--- src/rtl/downscale_run_ctrl_pkg.sv ---
// Shared types and constants for the downscale run sequencer.
package downscale_pkg;

    typedef enum logic [2:0] {
        IDLE      = 3'd0,
        LAUNCH    = 3'd1,
        RUN       = 3'd2,
        STEP_WAIT = 3'd3,
        DONE      = 3'd4,
        ABORT     = 3'd5
    } run_state_t;

    localparam logic MODE_SEQ  = 1'b0;
    localparam logic MODE_SIMD = 1'b1;

endpackage

--- src/rtl/downscale_run_ctrl_if.sv ---
// Command, engine and status signals between the register bank, the engines and the run sequencer.
interface downscale_run_ctrl_if #(
    parameter int CNT_W = 32,
    parameter int PIX_W = 18
);
    logic             cmd_start;
    logic             cmd_step;
    logic             cmd_abort;
    logic             step_en;
    logic             mode_req;
    logic             cfg_we_in;
    logic             eng_pix_valid_seq;
    logic             eng_pix_valid_simd;
    logic             eng_done_seq;
    logic             eng_done_simd;
    logic             we_seq;
    logic             we_simd;
    logic             start_seq;
    logic             start_simd;
    logic             eng_hold;
    logic             eng_clr;
    logic             mode_active;
    logic             busy;
    logic             done_flag;
    logic             err_busy;
    logic             err_timeout;
    logic             aborted;
    logic [CNT_W-1:0] perf_cycles;
    logic [PIX_W-1:0] pix_count;

    modport slave (
        input  cmd_start, cmd_step, cmd_abort, step_en, mode_req, cfg_we_in,
        input  eng_pix_valid_seq, eng_pix_valid_simd, eng_done_seq, eng_done_simd,
        output we_seq, we_simd, start_seq, start_simd, eng_hold, eng_clr,
        output mode_active, busy, done_flag, err_busy, err_timeout, aborted,
        output perf_cycles, pix_count
    );

    modport master (
        output cmd_start, cmd_step, cmd_abort, step_en, mode_req, cfg_we_in,
        output eng_pix_valid_seq, eng_pix_valid_simd, eng_done_seq, eng_done_simd,
        input  we_seq, we_simd, start_seq, start_simd, eng_hold, eng_clr,
        input  mode_active, busy, done_flag, err_busy, err_timeout, aborted,
        input  perf_cycles, pix_count
    );

endinterface

--- src/rtl/downscale_run_ctrl_watchdog.sv ---
// No-progress watchdog: counts enabled cycles since the last clear, flags expiry at TIMEOUT-1.
module run_watchdog #(
    parameter int TIMEOUT = 4096
) (
    input  logic clk,
    input  logic rst,
    input  logic clr,
    input  logic en,
    output logic expire
);

    localparam int W = (TIMEOUT > 2) ? $clog2(TIMEOUT) : 1;
    localparam logic [W-1:0] LIMIT = W'((TIMEOUT > 0) ? TIMEOUT - 1 : 0);
    localparam logic ENABLED = (TIMEOUT != 0);

    logic [W-1:0] cnt;

    always_ff @(posedge clk or posedge rst) begin
        if (rst) begin
            cnt <= '0;
        end else if (clr) begin
            cnt <= '0;
        end else if (en && ENABLED) begin
            cnt <= cnt + 1'b1;
        end
    end

    assign expire = ENABLED && en && (cnt == LIMIT);

endmodule

--- src/rtl/downscale_run_ctrl.sv ---
// Run sequencer: routes start/load strobes to the selected downscale engine, handles
// single-step, abort and watchdog, and keeps the sticky status and performance counters.
module downscale_run_ctrl #(
    parameter int CNT_W   = 32,
    parameter int PIX_W   = 18,
    parameter int TIMEOUT = 4096
) (
    input logic                 clk,
    input logic                 rst,
    downscale_run_ctrl_if.slave bus
);
    import downscale_pkg::*;

    run_state_t       state;
    run_state_t       state_nx;
    logic             mode_q;
    logic             step_q;
    logic             pix;
    logic             done;
    logic             busy;
    logic             active;
    logic             in_run;
    logic             start_ok;
    logic             wd_clr;
    logic             wd_expire;
    logic             wd_fire;
    logic             done_flag_q;
    logic             err_busy_q;
    logic             err_timeout_q;
    logic             aborted_q;
    logic [CNT_W-1:0] perf_q;
    logic [PIX_W-1:0] pix_q;

    // Only the engine latched at start is listened to.
    assign pix  = (mode_q == MODE_SIMD) ? bus.eng_pix_valid_simd : bus.eng_pix_valid_seq;
    assign done = (mode_q == MODE_SIMD) ? bus.eng_done_simd : bus.eng_done_seq;

    assign busy     = (state != IDLE);
    assign active   = (state == LAUNCH) || (state == RUN) || (state == STEP_WAIT);
    assign in_run   = (state == RUN);
    assign start_ok = (state == IDLE) && bus.cmd_start;

    assign wd_clr  = (state == LAUNCH) || ((state == STEP_WAIT) && bus.cmd_step) || (active && pix);
    assign wd_fire = in_run && wd_expire && !pix && !done && !bus.cmd_abort;

    run_watchdog #(
        .TIMEOUT(TIMEOUT)
    ) u_watchdog (
        .clk   (clk),
        .rst   (rst),
        .clr   (wd_clr),
        .en    (in_run),
        .expire(wd_expire)
    );

    always_comb begin
        state_nx = state;
        case (state)
            IDLE:      if (bus.cmd_start) state_nx = LAUNCH;
            LAUNCH:    state_nx = RUN;
            RUN: begin
                if (done)              state_nx = DONE;
                else if (pix && step_q) state_nx = STEP_WAIT;
                else if (wd_fire)      state_nx = ABORT;
            end
            STEP_WAIT: begin
                if (done)              state_nx = DONE;
                else if (bus.cmd_step) state_nx = RUN;
            end
            DONE:      state_nx = IDLE;
            ABORT:     state_nx = IDLE;
            default:   state_nx = IDLE;
        endcase
        // Abort overrides any completion or step decision taken above.
        if (active && bus.cmd_abort) state_nx = ABORT;
    end

    always_ff @(posedge clk or posedge rst) begin
        if (rst) begin
            state         <= IDLE;
            mode_q        <= MODE_SEQ;
            step_q        <= 1'b0;
            done_flag_q   <= 1'b0;
            err_busy_q    <= 1'b0;
            err_timeout_q <= 1'b0;
            aborted_q     <= 1'b0;
            perf_q        <= '0;
            pix_q         <= '0;
        end else begin
            state <= state_nx;
            if (start_ok) begin
                mode_q        <= bus.mode_req;
                step_q        <= bus.step_en;
                done_flag_q   <= 1'b0;
                err_busy_q    <= 1'b0;
                err_timeout_q <= 1'b0;
                aborted_q     <= 1'b0;
                perf_q        <= '0;
                pix_q         <= '0;
            end else begin
                if (((state == LAUNCH) || in_run) && (perf_q != '1)) perf_q <= perf_q + 1'b1;
                if ((in_run || (state == STEP_WAIT)) && pix)          pix_q  <= pix_q + 1'b1;
                if (state == DONE)                                    done_flag_q   <= 1'b1;
                if (state == ABORT)                                   aborted_q     <= 1'b1;
                if (wd_fire)                                          err_timeout_q <= 1'b1;
                if (busy && (bus.cmd_start || bus.cfg_we_in))         err_busy_q    <= 1'b1;
            end
        end
    end

    // Load strobes follow the live mode request so images can be loaded before start.
    assign bus.we_seq  = bus.cfg_we_in && !busy && (bus.mode_req == MODE_SEQ);
    assign bus.we_simd = bus.cfg_we_in && !busy && (bus.mode_req == MODE_SIMD);

    assign bus.start_seq   = (state == LAUNCH) && (mode_q == MODE_SEQ);
    assign bus.start_simd  = (state == LAUNCH) && (mode_q == MODE_SIMD);
    assign bus.eng_hold    = (state == STEP_WAIT);
    assign bus.eng_clr     = (state == ABORT);
    assign bus.mode_active = mode_q;
    assign bus.busy        = busy;
    assign bus.done_flag   = done_flag_q;
    assign bus.err_busy    = err_busy_q;
    assign bus.err_timeout = err_timeout_q;
    assign bus.aborted     = aborted_q;
    assign bus.perf_cycles = perf_q;
    assign bus.pix_count   = pix_q;

endmodule

--- src/flat_wrapper.sv ---
// flat-port wrapper written by rule: the top's interface ports become plain ports
module downscale_run_ctrl_flat import downscale_pkg::*;
#(
    parameter int CNT_W   = 32,
    parameter int PIX_W   = 18,
    parameter int TIMEOUT = 4096
)
  (clk, rst, bus_cmd_start, bus_cmd_step, bus_cmd_abort, bus_step_en, bus_mode_req, bus_cfg_we_in, bus_eng_pix_valid_seq, bus_eng_pix_valid_simd, bus_eng_done_seq, bus_eng_done_simd, bus_we_seq, bus_we_simd, bus_start_seq, bus_start_simd, bus_eng_hold, bus_eng_clr, bus_mode_active, bus_busy, bus_done_flag, bus_err_busy, bus_err_timeout, bus_aborted, bus_perf_cycles, bus_pix_count);
  downscale_run_ctrl_if #(.CNT_W(CNT_W), .PIX_W(PIX_W)) bus_i ();
  input logic clk;
  input logic rst;
  input wire logic [$bits(bus_i.cmd_start)-1:0] bus_cmd_start;
  input wire logic [$bits(bus_i.cmd_step)-1:0] bus_cmd_step;
  input wire logic [$bits(bus_i.cmd_abort)-1:0] bus_cmd_abort;
  input wire logic [$bits(bus_i.step_en)-1:0] bus_step_en;
  input wire logic [$bits(bus_i.mode_req)-1:0] bus_mode_req;
  input wire logic [$bits(bus_i.cfg_we_in)-1:0] bus_cfg_we_in;
  input wire logic [$bits(bus_i.eng_pix_valid_seq)-1:0] bus_eng_pix_valid_seq;
  input wire logic [$bits(bus_i.eng_pix_valid_simd)-1:0] bus_eng_pix_valid_simd;
  input wire logic [$bits(bus_i.eng_done_seq)-1:0] bus_eng_done_seq;
  input wire logic [$bits(bus_i.eng_done_simd)-1:0] bus_eng_done_simd;
  output wire logic [$bits(bus_i.we_seq)-1:0] bus_we_seq;
  output wire logic [$bits(bus_i.we_simd)-1:0] bus_we_simd;
  output wire logic [$bits(bus_i.start_seq)-1:0] bus_start_seq;
  output wire logic [$bits(bus_i.start_simd)-1:0] bus_start_simd;
  output wire logic [$bits(bus_i.eng_hold)-1:0] bus_eng_hold;
  output wire logic [$bits(bus_i.eng_clr)-1:0] bus_eng_clr;
  output wire logic [$bits(bus_i.mode_active)-1:0] bus_mode_active;
  output wire logic [$bits(bus_i.busy)-1:0] bus_busy;
  output wire logic [$bits(bus_i.done_flag)-1:0] bus_done_flag;
  output wire logic [$bits(bus_i.err_busy)-1:0] bus_err_busy;
  output wire logic [$bits(bus_i.err_timeout)-1:0] bus_err_timeout;
  output wire logic [$bits(bus_i.aborted)-1:0] bus_aborted;
  output wire logic [$bits(bus_i.perf_cycles)-1:0] bus_perf_cycles;
  output wire logic [$bits(bus_i.pix_count)-1:0] bus_pix_count;
  assign bus_i.cmd_start = bus_cmd_start;
  assign bus_i.cmd_step = bus_cmd_step;
  assign bus_i.cmd_abort = bus_cmd_abort;
  assign bus_i.step_en = bus_step_en;
  assign bus_i.mode_req = bus_mode_req;
  assign bus_i.cfg_we_in = bus_cfg_we_in;
  assign bus_i.eng_pix_valid_seq = bus_eng_pix_valid_seq;
  assign bus_i.eng_pix_valid_simd = bus_eng_pix_valid_simd;
  assign bus_i.eng_done_seq = bus_eng_done_seq;
  assign bus_i.eng_done_simd = bus_eng_done_simd;
  assign bus_we_seq = bus_i.we_seq;
  assign bus_we_simd = bus_i.we_simd;
  assign bus_start_seq = bus_i.start_seq;
  assign bus_start_simd = bus_i.start_simd;
  assign bus_eng_hold = bus_i.eng_hold;
  assign bus_eng_clr = bus_i.eng_clr;
  assign bus_mode_active = bus_i.mode_active;
  assign bus_busy = bus_i.busy;
  assign bus_done_flag = bus_i.done_flag;
  assign bus_err_busy = bus_i.err_busy;
  assign bus_err_timeout = bus_i.err_timeout;
  assign bus_aborted = bus_i.aborted;
  assign bus_perf_cycles = bus_i.perf_cycles;
  assign bus_pix_count = bus_i.pix_count;
  downscale_run_ctrl #(.CNT_W(CNT_W), .PIX_W(PIX_W), .TIMEOUT(TIMEOUT)) u_core (.clk(clk), .rst(rst), .bus(bus_i));
endmodule
--- config.mk ---
export PLATFORM = sky130hd
export DESIGN_NAME = downscale_run_ctrl_flat
export DESIGN_NICKNAME = d
export VERILOG_FILES = /design/src/rtl/downscale_run_ctrl_pkg.sv /design/src/rtl/downscale_run_ctrl_if.sv /design/src/rtl/downscale_run_ctrl_watchdog.sv /design/src/rtl/downscale_run_ctrl.sv /design/src/flat_wrapper.sv
export SDC_FILE = /design/constraint.sdc
export NUM_CORES = 1
export LEC_CHECK = 0
export BUFFER_PORTS_ARGS = -buffer_cell sky130_fd_sc_hd__buf_2
export CAP_MARGIN = 20
export CELL_PAD_IN_SITES_DETAIL_PLACEMENT = 0
export CELL_PAD_IN_SITES_GLOBAL_PLACEMENT = 2
export CORE_MARGIN = 2
export CORE_UTILIZATION = 28
export DETAILED_ROUTE_END_ITERATION = 12
export HOLD_SLACK_MARGIN = 0.08
export PLACE_DENSITY = 0.69
export RECOVER_POWER = 25
export SLEW_MARGIN = 20
export SYNTH_ARGS = -nofsm -noshare
export SYNTH_HDL_FRONTEND = slang
export SYNTH_SLANG_ARGS = --single-unit
export TNS_END_PERCENT = 10
--- constraint.sdc ---
create_clock -name clk -period 4.95 [get_ports clk]
set_clock_uncertainty 0.15 [all_clocks]
set_input_delay 0.2475 -clock clk [delete_from_list [all_inputs] [get_ports clk]]
set_output_delay 0.2475 -clock clk [all_outputs]
set_load 0.005 [all_outputs]
Word-level counts from Yosys, hierarchy flattened:

Cells that the tools add are included.

* logic and storage cells: 87
* output and inout bits: 62
* bits in registers: 71
* input bits: 12

* reductions and logical operators: 38
* multiplexer cells: 24
* bitwise operators: 2
* equality and inequality tests: 10
* add/subtract/negate cells: 3

Operators by type and width (number)
* $mux W32: 2
* $mux W18: 2
* $add A32 B1 Y32 const B: 1
* $ne A32 B32 Y1 const B: 1
* $mux W12: 2
* $mux W3: 7
* $add A18 B1 Y18 const B: 1
* $logic_and A1 B1 Y1: 18
* $reduce_bool A2 Y1: 7
* $add A12 B1 Y12 const B: 1
* $eq A12 B12 Y1 const B: 1
* $pmux W3 S4: 1
* $mux W1: 10
* $eq A3 B2 Y1 const B: 2
* $eq A3 B3 Y1 const B: 2
* $logic_or A1 B1 Y1: 6
* $ne A5 B4 Y1 const B: 1
* $logic_not A1 Y1: 4
* $ne A4 B2 Y1 const B: 1
* $eq A3 B1 Y1 const B: 1
* $logic_not A3 Y1: 1
* $ne A3 B3 Y1 const B: 1
* $reduce_and A3 Y1: 1
* $reduce_bool A3 Y1: 1
* $not A1 Y1: 2

Logic depth before layout (Yosys ltp):

Gate-level depths: netlist of the first run.

* word-level depth: 11
* depth in mapped cells: 8
* mapped depth without buffers: 6

Hierarchy:

Synthesis of the first run repeated with hierarchy kept, for this count alone.

* cell total of the unflattened synthesis: 432
* area, all modules: 3935.0 µm²

By module, submodules not included
* downscale_run_ctrl: area each 3290.7 µm², cells an instance 364, times used 1, sequential area each 1476.4 µm²
* run_watchdog: area each 644.4 µm², cells an instance 68, times used 1, sequential area each 300.3 µm²

Worst setup path before layout of the first run:

Ideal clock, no wire load.

* kind: register -> register
* start point: register u_core.perf_q[0] (netlist: u_core.bus.perf_cycles[0])
* end point: register u_core.perf_q[26] (netlist: u_core.bus.perf_cycles[26])
* stages on the path, launching flop included: 8
* required time: 4.721 ns
* clock period less this slack: 2.119 ns
* buffers on the path: 1
* setup slack: 2.831 ns
* library setup time: 0.079 ns
* arrival: 1.890 ns
* cell sequence: dfrtp_1 -> ha_1 -> nand3_1 -> nor4_4 -> and3_1 -> clkbuf_1 -> and4_4 -> mux2i_1

* cells in the longest elaborated chain, start to end: 3
* elaborated cells on any way between the ends: 6
* classes of those cells: add/sub (1); eq/ne (1); mux (2); reduce/logical (2)

RTL lines
* start: declaration: RTL line downscale_run_ctrl.sv:31 `logic [CNT_W-1:0] perf_q;`
* start signal: assignment: RTL line downscale_run_ctrl.sv:101 `if (((state == LAUNCH) || in_run) && (perf_q != '1)) perf_q <= perf_q + 1'b1;`
* $add A32 B1 Y32 / $ne A32 B32 Y1 (equally long branches): RTL line downscale_run_ctrl.sv:101
* $mux W32 / $logic_and A1 B1 Y1 (equally long branches): RTL line downscale_run_ctrl.sv:101
* $mux W32 / $reduce_bool A2 Y1 (equally long branches)

Several ways; a longest one is shown, not always the timed one. The select of a mux whose other input is x is not followed.
A chain may end at the register's enable or synchronous reset.

Worst setup path after layout of the first run:

* start point: register u_core.state[1]
* end point: register u_core.pix_q[2] (netlist: u_core.bus.pix_count[2])

* cells in the longest elaborated chain, start to end: 4
* elaborated cells on any way between the ends: 8
* classes of those cells: eq/ne (2); mux (1); reduce/logical (5)

RTL lines
* start: declaration: RTL line downscale_run_ctrl.sv:14 `run_state_t state;`
* start signal: assignment: RTL line downscale_run_ctrl.sv:90 `state <= state_nx;`
* $eq A3 B2 Y1, on equally long branches: RTL line downscale_run_ctrl.sv:40, downscale_run_ctrl.sv:102
* $logic_or A1 B1 Y1: RTL line downscale_run_ctrl.sv:102 `if ((in_run || (state == STEP_WAIT)) && pix) pix_q <= pix_q + 1'b1;`
* $logic_and A1 B1 Y1: RTL line downscale_run_ctrl.sv:102
* $reduce_bool A2 Y1 (no source line)
* end signal: assignment: RTL line downscale_run_ctrl.sv:102
* end: declaration: RTL line downscale_run_ctrl.sv:32 `logic [PIX_W-1:0] pix_q;`

Several ways; a longest one is shown, not always the timed one.

==> results.py, run 1 <==
metrics = {
    "critical_path": {
        "reg2reg_from": "u_core.state[1]",
        "ff2ff_path_depth": 4,
        "start_kind": "flop",
        "max_stage_delay_ns": 0.76,
        "path_cells": "nor3_1, and2_1, buf_4, nor2_1",
        "cp_max_fo": 21,
        "rrSetupSlack_ns": 2.41,
        "crit_start": "u_core.state[1]",
        "critPathSlowestCell": "and2_1",
        "rr_endpoint": "u_core.bus.pix_count[2]",
        "crit_required_ns": 5.02,
        "path_delay_family": "simple AND/OR/NAND/NOR gates",
        "setup.worst_path.end_class": "flop",
        "path_buf_inv": 1,
        "arrival_ns": 2.61,
        "crit_type": "flop to flop",
    },
    "timing": {
        "fin_crit_ns": 2.54,
        "tightest_slew_ns": 1.16,
        "setup_viol": 0,
        "rsz0062_at_grt": "false",
        "slew_viol_final": 0,
        "max_freq_ghz": 0.394,
        "hold_viol": 0,
        "tns_ns": 0,
        "holdWs_ns": 0.103,
        "slew_headroom_pct": 22.4,
        "fin_crit_sh_pct": 51.3,
    },
    "global_route": {
        "met2_usage_pct": 21.2,
        "grt_pass1_vias": 3142,
        "overflow": 0,
        "antenna_found_initial": 0,
        "grt_use_total_pct": 14.6,
        "grt_max_degree": 43,
        "use_met1_pct": 20.5,
        "grt.busiest_layer": "met2",
        "grt_pass1_wl_mm": 16.7,
        "use_met3_pct": 5.12,
    },
    "synth": {
        "ys_warn_count": 0,
        "netlist-cell-type-count": 48,
        "synth_area_per_cell_um2": 9.17,
        "syn_inst": 419,
        "ys_seq_elements": 71,
        "yosysSeqAreaShare_pct": 46.3,
        "ys_top_cells_by_area": "dfrtp_1, nor2_1, nand2_1, xnor2_1, mux2i_1",
        "synth_ff_type": "dfrtp_1",
        "syn-num-nets": 434,
        "synth_top_cell_area_share_pct": 46.3,
        "async_flop_share_pct": 100,
        "synth_enable_flop_cells": 0,
        "yosysTopAreaCell": "dfrtp_1",
        "syn_area_um2": 3840,
    },
    "placed_design": {
        "port_buffers": 73,
        "dpl_cell_area_um2": 4370,
        "dp_hpwl_mm": 7.06,
        "dp.cells": 651,
        "place_congestion": 0.789,
    },
    "detailed_routing": {
        "vias_per_cell": 4.90,
        "drt_pass1_iterations": 4,
        "wl_per_cell_um": 14.9,
        "drtIter0Drc": 246,
        "ant_nets": 0,
        "drc_errors": 0,
        "num_vias": 3303,
        "wl_mm": 10.0,
    },
    "status": {
        "status": "completed",
    },
    "clock_network": {
        "clkTransAtPathRegs_ns": 0.06,
        "worstSkewPairLatency_ns": 0.34,
        "clk_path_buf_depth": 2,
        "tritoncts": "yes",
        "htree_levels": 3,
        "clkSinkCount": 71,
        "cts_buffers": 9,
        "root_buffer": "clkbuf_16",
    },
    "die": {
        "num_rows": 42,
        "fp.dieH_um": 121,
        "core_um2": 13300,
        "io_pins": 74,
        "die_area_um2": 14700,
        "die_width_um": 121,
        "start_util_pct": 28.9,
    },
    "hold_path": {
        "hold-path-endpoint": "u_core.bus.done_flag",
        "worst_hold_startpoint": "bus_cmd_start",
        "whs_path_depth": 3,
        "hold_class": "input port to flop",
    },
    "pwr": {
        "power_density_nw_per_um2": 430,
        "ir_drop_v": 0.000145,
        "leakage_nw": 2.27,
    },
    "job": {
        "drv_cap": 0,
    },
    "layout": {
        "final_cells": 674,
        "synthToLayoutAreaGrowth_pct": 25.7,
        "layout_commonest_cell": "dfrtp_1",
        "drive_gt1_share_pct": 21.3,
        "final_cell_area_um2": 4830,
        "final_cell_mix": "dfrtp_1, buf_2, nor2_1",
        "nNetsFinal": 508,
        "diodes": 0,
    },
}
## cells by family after synthesis
group | share of synthesized area, %
XOR/XNOR | 6.38
AO/OA/AOI/OAI | 11.3
AND/OR/NAND/NOR | 28.4
multiplexers | 3.45
buffers and inverters | 3.29
flip-flops | 46.3
adder cells (fa/ha/maj) | 0.977
## cell usage after synthesis (2+ instances only)
library cell / count
dfrtp_1: 71
nor2_1: 52
nand2_1: 49
a21oi_1: 20
nand3_1: 19
nand4_1: 17
xnor2_1: 17
and3_1: 13
inv_1: 12
clkbuf_1: 11
mux2i_1: 11
o21ai_0: 11
xor2_1: 11
nor3_1: 10
o31ai_1: 9
or4_1: 8
or3_1: 7
o211ai_1: 6
and4_1: 5
buf_2: 5
nand2b_1: 5
a31oi_1: 4
and2_1: 4
buf_1: 4
nor4_1: 4
a41o_1: 3
ha_1: 3
a31o_2: 2
mux2_2: 2
nor4_2: 2
nor4_4: 2
o21ai_2: 2
o22ai_1: 2
or2_2: 2
## per-stage QoR
step / setup WS (ns) / total power [mW] / util (%)
after floorplan: 2.76 / 1.06 / -
after global routing: 2.17 / 2.20 / 36.3
after global placement: 2.41 / 1.22 / 32.9
after detailed placement: 2.34 / 1.22 / 32.9
after CTS: 2.35 / 2.11 / 36.3
final: 2.41 / 2.07 / 36.3
## metal layers
metal	routed length (um)	up-vias	part of all wire [%]
met3	510	9	5.1
met4	128	0	1.3
met2	4450	72	44
met5	0	-	0
li1	-	1653	-
met1	4950	1569	49
## power by group
part	leakage [nW]	total, mW	internal [mW]	switching (mW)
registers	0.975	0.722	0.633	0.0887
logic	1.10	0.491	0.178	0.313
clock network	0.193	0.862	0.607	0.255
## registers in the layout, indices dropped and copies added, names as in the netlist
signal / count
u_core.bus.perf_cycles: 32
u_core.bus.pix_count: 18
u_core.u_watchdog.cnt: 12
u_core.state: 3
u_core.bus.aborted: 1
u_core.bus.done_flag: 1
u_core.bus.err_busy: 1
u_core.bus.err_timeout: 1
u_core.bus.mode_active: 1
u_core.step_q: 1
## worst max-delay path by stage
stage	endpoint	cells after the start
5_1_grt	u_core.bus.perf_cycles[19]	5
2_1_floorplan	u_core.bus.aborted	1
4_1_cts	u_core.bus.pix_count[11]	4
3_5_place_dp	u_core.bus.pix_count[2]	4
6_report	u_core.bus.pix_count[2]	4
3_3_place_gp	u_core.step_q	5
## worst reg2reg max path: stages (launching register included)
cell and delay [ns]:
dfrtp_1 0.53, nor3_1 0.51, and2_1 0.76, buf_4 0.39, nor2_1 0.09
## cell type report
cell class,instances,area (um^2)
Fill cell,1362,8470
Inverter,12,45.0
Clock buffer,10,239
Multi-Input combinational cell,316,1940
Timing Repair Buffer,83,453
Clock inverter,6,155
Sequential cell,71,1780
Tap cell,176,220
## repair_timing
action	4_1_cts	5_1_grt
resized for setup	0	0
setup buffers	0	0
hold buffers	7	0
hold endpoints to repair	33	0
(Power assumes the default switching activity.)
==> run 2, diff against run 1 <==
--- a/config.mk
+++ b/config.mk
@@ -13,7 +13,7 @@
 export CORE_UTILIZATION = 28
 export DETAILED_ROUTE_END_ITERATION = 12
 export HOLD_SLACK_MARGIN = 0.08
-export PLACE_DENSITY = 0.69
+export PLACE_DENSITY = 0.72
 export RECOVER_POWER = 25
 export SLEW_MARGIN = 20
 export SYNTH_ARGS = -nofsm -noshare
==> constraint.sdc (replaced) <==
create_clock -name clk -period 2.24 [get_ports clk]
set_clock_uncertainty 0.15 [all_clocks]
set_input_delay 0.112 -clock clk [delete_from_list [all_inputs] [get_ports clk]]
set_output_delay 0.112 -clock clk [all_outputs]
set_load 0.005 [all_outputs]
==> results.py, run 2 (synthesized netlist as in run 1, its figures left out) <==
metrics = {
    "critical_path": {
        "arrival_ns": 2.22,
        "start_kind": "flop",
        "crit_type": "flop to flop",
        "path_cells": "nand4_1, nor4_4, and3_1, and4_4, mux2i_1",
        "critPathSlowestCell": "nor4_4",
        "max_stage_delay_ns": 0.48,
        "cp_max_fo": 7,
        "crit_required_ns": 2.35,
        "setup.worst_path.end_class": "flop",
    },
    "layout": {
        "final_cell_mix": "dfrtp_1, buf_2, nor2_1",
        "diodes": 0,
        "synthToLayoutAreaGrowth_pct": 31.9,
        "post-route-util_pct": 38.1,
        "drive_gt1_share_pct": 25.8,
        "largest_register_ffs": 32,
        "layout_commonest_cell": "dfrtp_1",
        "nNetsFinal": 555,
    },
    "pwr": {
        "ir_drop_v": 0.000381,
        "finalPower_mw": 4.22,
        "leakage_nw": 2.43,
        "power_density_nw_per_um2": 833,
    },
    "die": {
        "die_area_um2": 14700,
        "io_pins": 74,
        "start_util_pct": 28.9,
        "core_um2": 13300,
        "die_width_um": 121,
        "num_rows": 42,
        "fp.dieH_um": 121,
    },
    "timing": {
        "max_freq_ghz": 0.474,
        "fin_crit_ns": 2.11,
        "rsz0062_at_grt": "true",
        "fin_crit_sh_pct": 94.2,
        "slew_viol_final": 0,
        "tightest_slew_ns": 0.852,
        "slew_headroom_pct": 43.1,
        "setup_viol": 0,
        "hold_viol": 0,
    },
    "clock_network": {
        "clkSinkCount": 71,
        "worstSkewPairLatency_ns": 0.34,
        "clkTransAtPathRegs_ns": 0.06,
        "htree_levels": 3,
        "cts_buffers": 9,
        "root_buffer": "clkbuf_16",
        "tritoncts": "yes",
        "clk_path_buf_depth": 2,
    },
    "detailed_routing": {
        "drt_pass1_iterations": 4,
        "wl_mm": 10.6,
        "ant_nets": 0,
        "vias_per_cell": 4.87,
        "drtIter0Drc": 163,
        "num_vias": 3503,
        "wl_per_cell_um": 14.8,
        "drc_errors": 0,
    },
    "global_route": {
        "grt_use_total_pct": 15.5,
        "grt_pass1_wl_mm": 17.5,
        "grt_pass1_vias": 3372,
        "grt_max_degree": 32,
        "antenna_found_initial": 0,
        "overflow": 0,
    },
    "hold_path": {
        "hold_class": "input port to flop",
    },
    "placed_design": {
        "dp_hpwl_mm": 7.85,
        "place_congestion": 0.779,
        "port_buffers": 73,
    },
    "job": {
        "drv_cap": 0,
    },
    "status": {
        "status": "completed",
    },
}
## run 2: cell types whose count changed in the layout (fill, tap and decap cells not counted)
| cell | before | now |
|---|---|---|
| buf_4 | 3 | 46 |
| clkbuf_1 | 4 | 13 |
| buf_2 | 69 | 63 |
| bufinv_16 | 5 | 0 |
| dlygate4sd3_1 | 7 | 9 |
| buf_12 | 0 | 1 |
| clkbuf_8 | 1 | 2 |
| nor4_2 | 2 | 1 |
| nor4_4 | 2 | 3 |
## run 2: cell type report
class / count / area (um^2)
fillers: 1348 / 8230
multi-input cells: 316 / 1950
flip-flops and latches: 71 / 1780
repair buffers: 130 / 812
clock buffers: 13 / 260
well taps: 176 / 220
inverters: 12 / 45.0
clock inverters: 1 / 5.00
## run 2: metrics by stage
stage	instances	hold WS [ns]	setup slack, ns	cell area, um^2	TNS, ns
after floorplan	419	0.0674	0.121	3840	0
after global placement	696	0.0117	0.0575	4720	0
after detailed placement	696	0.0134	0.0765	4720	0
after CTS	719	0.117	0.0466	5070	0
after global routing	719	0.127	-0.0335	5070	-0.0335
final	719	0.133	0.130	5070	0
## run 2: repair_timing
action	CTS	global route
hold buffers	9	0
endpoints found under the setup margin	0	4
gates resized for setup	0	1
buffers inserted	0	0
endpoints found under the hold margin	30	0
## run 2: worst max-delay path, delay by kind of cell, from the launching register on
kind | cells | cell delay (ns)
mux | 1 | 0.17
simple gates | 4 | 1.32
flops | 1 | 0.39
## run 2: report_power, final
part           internal [mW]  switching, mW
Sequential              1.40         0.0958
Combinational          0.567          0.850
Clock                  0.796          0.511
## run 2: path summary, 6_finish.rpt
| kind | slack (ns) | from | end | cells past startpoint |
|---|---|---|---|---|
| max in group asynchronous | 0.67 | rst | u_core.bus.mode_active | 4 |
| max reg2reg | 0.13 | u_core.bus.perf_cycles[6] | u_core.bus.perf_cycles[26] | 5 |
| max | 0.13 | u_core.bus.perf_cycles[6] | u_core.bus.perf_cycles[26] | 5 |
| min | 0.13 | bus_eng_done_seq | u_core.state[0] | 4 |
| min in group asynchronous | 0.34 | rst | u_core.bus.perf_cycles[2] | 3 |
| min reg2reg | 0.33 | u_core.bus.aborted | u_core.bus.aborted | 1 |
## run 2: per-layer routing
layer | vias up | track usage [%] | wire length, um
met3 | 10 | 5.08 | 500
met5 | - | 0 | 0
li1 | 1747 | - | -
met2 | 69 | 24.2 | 4980
met4 | 0 | 3.92 | 113
met1 | 1677 | 20.6 | 5030
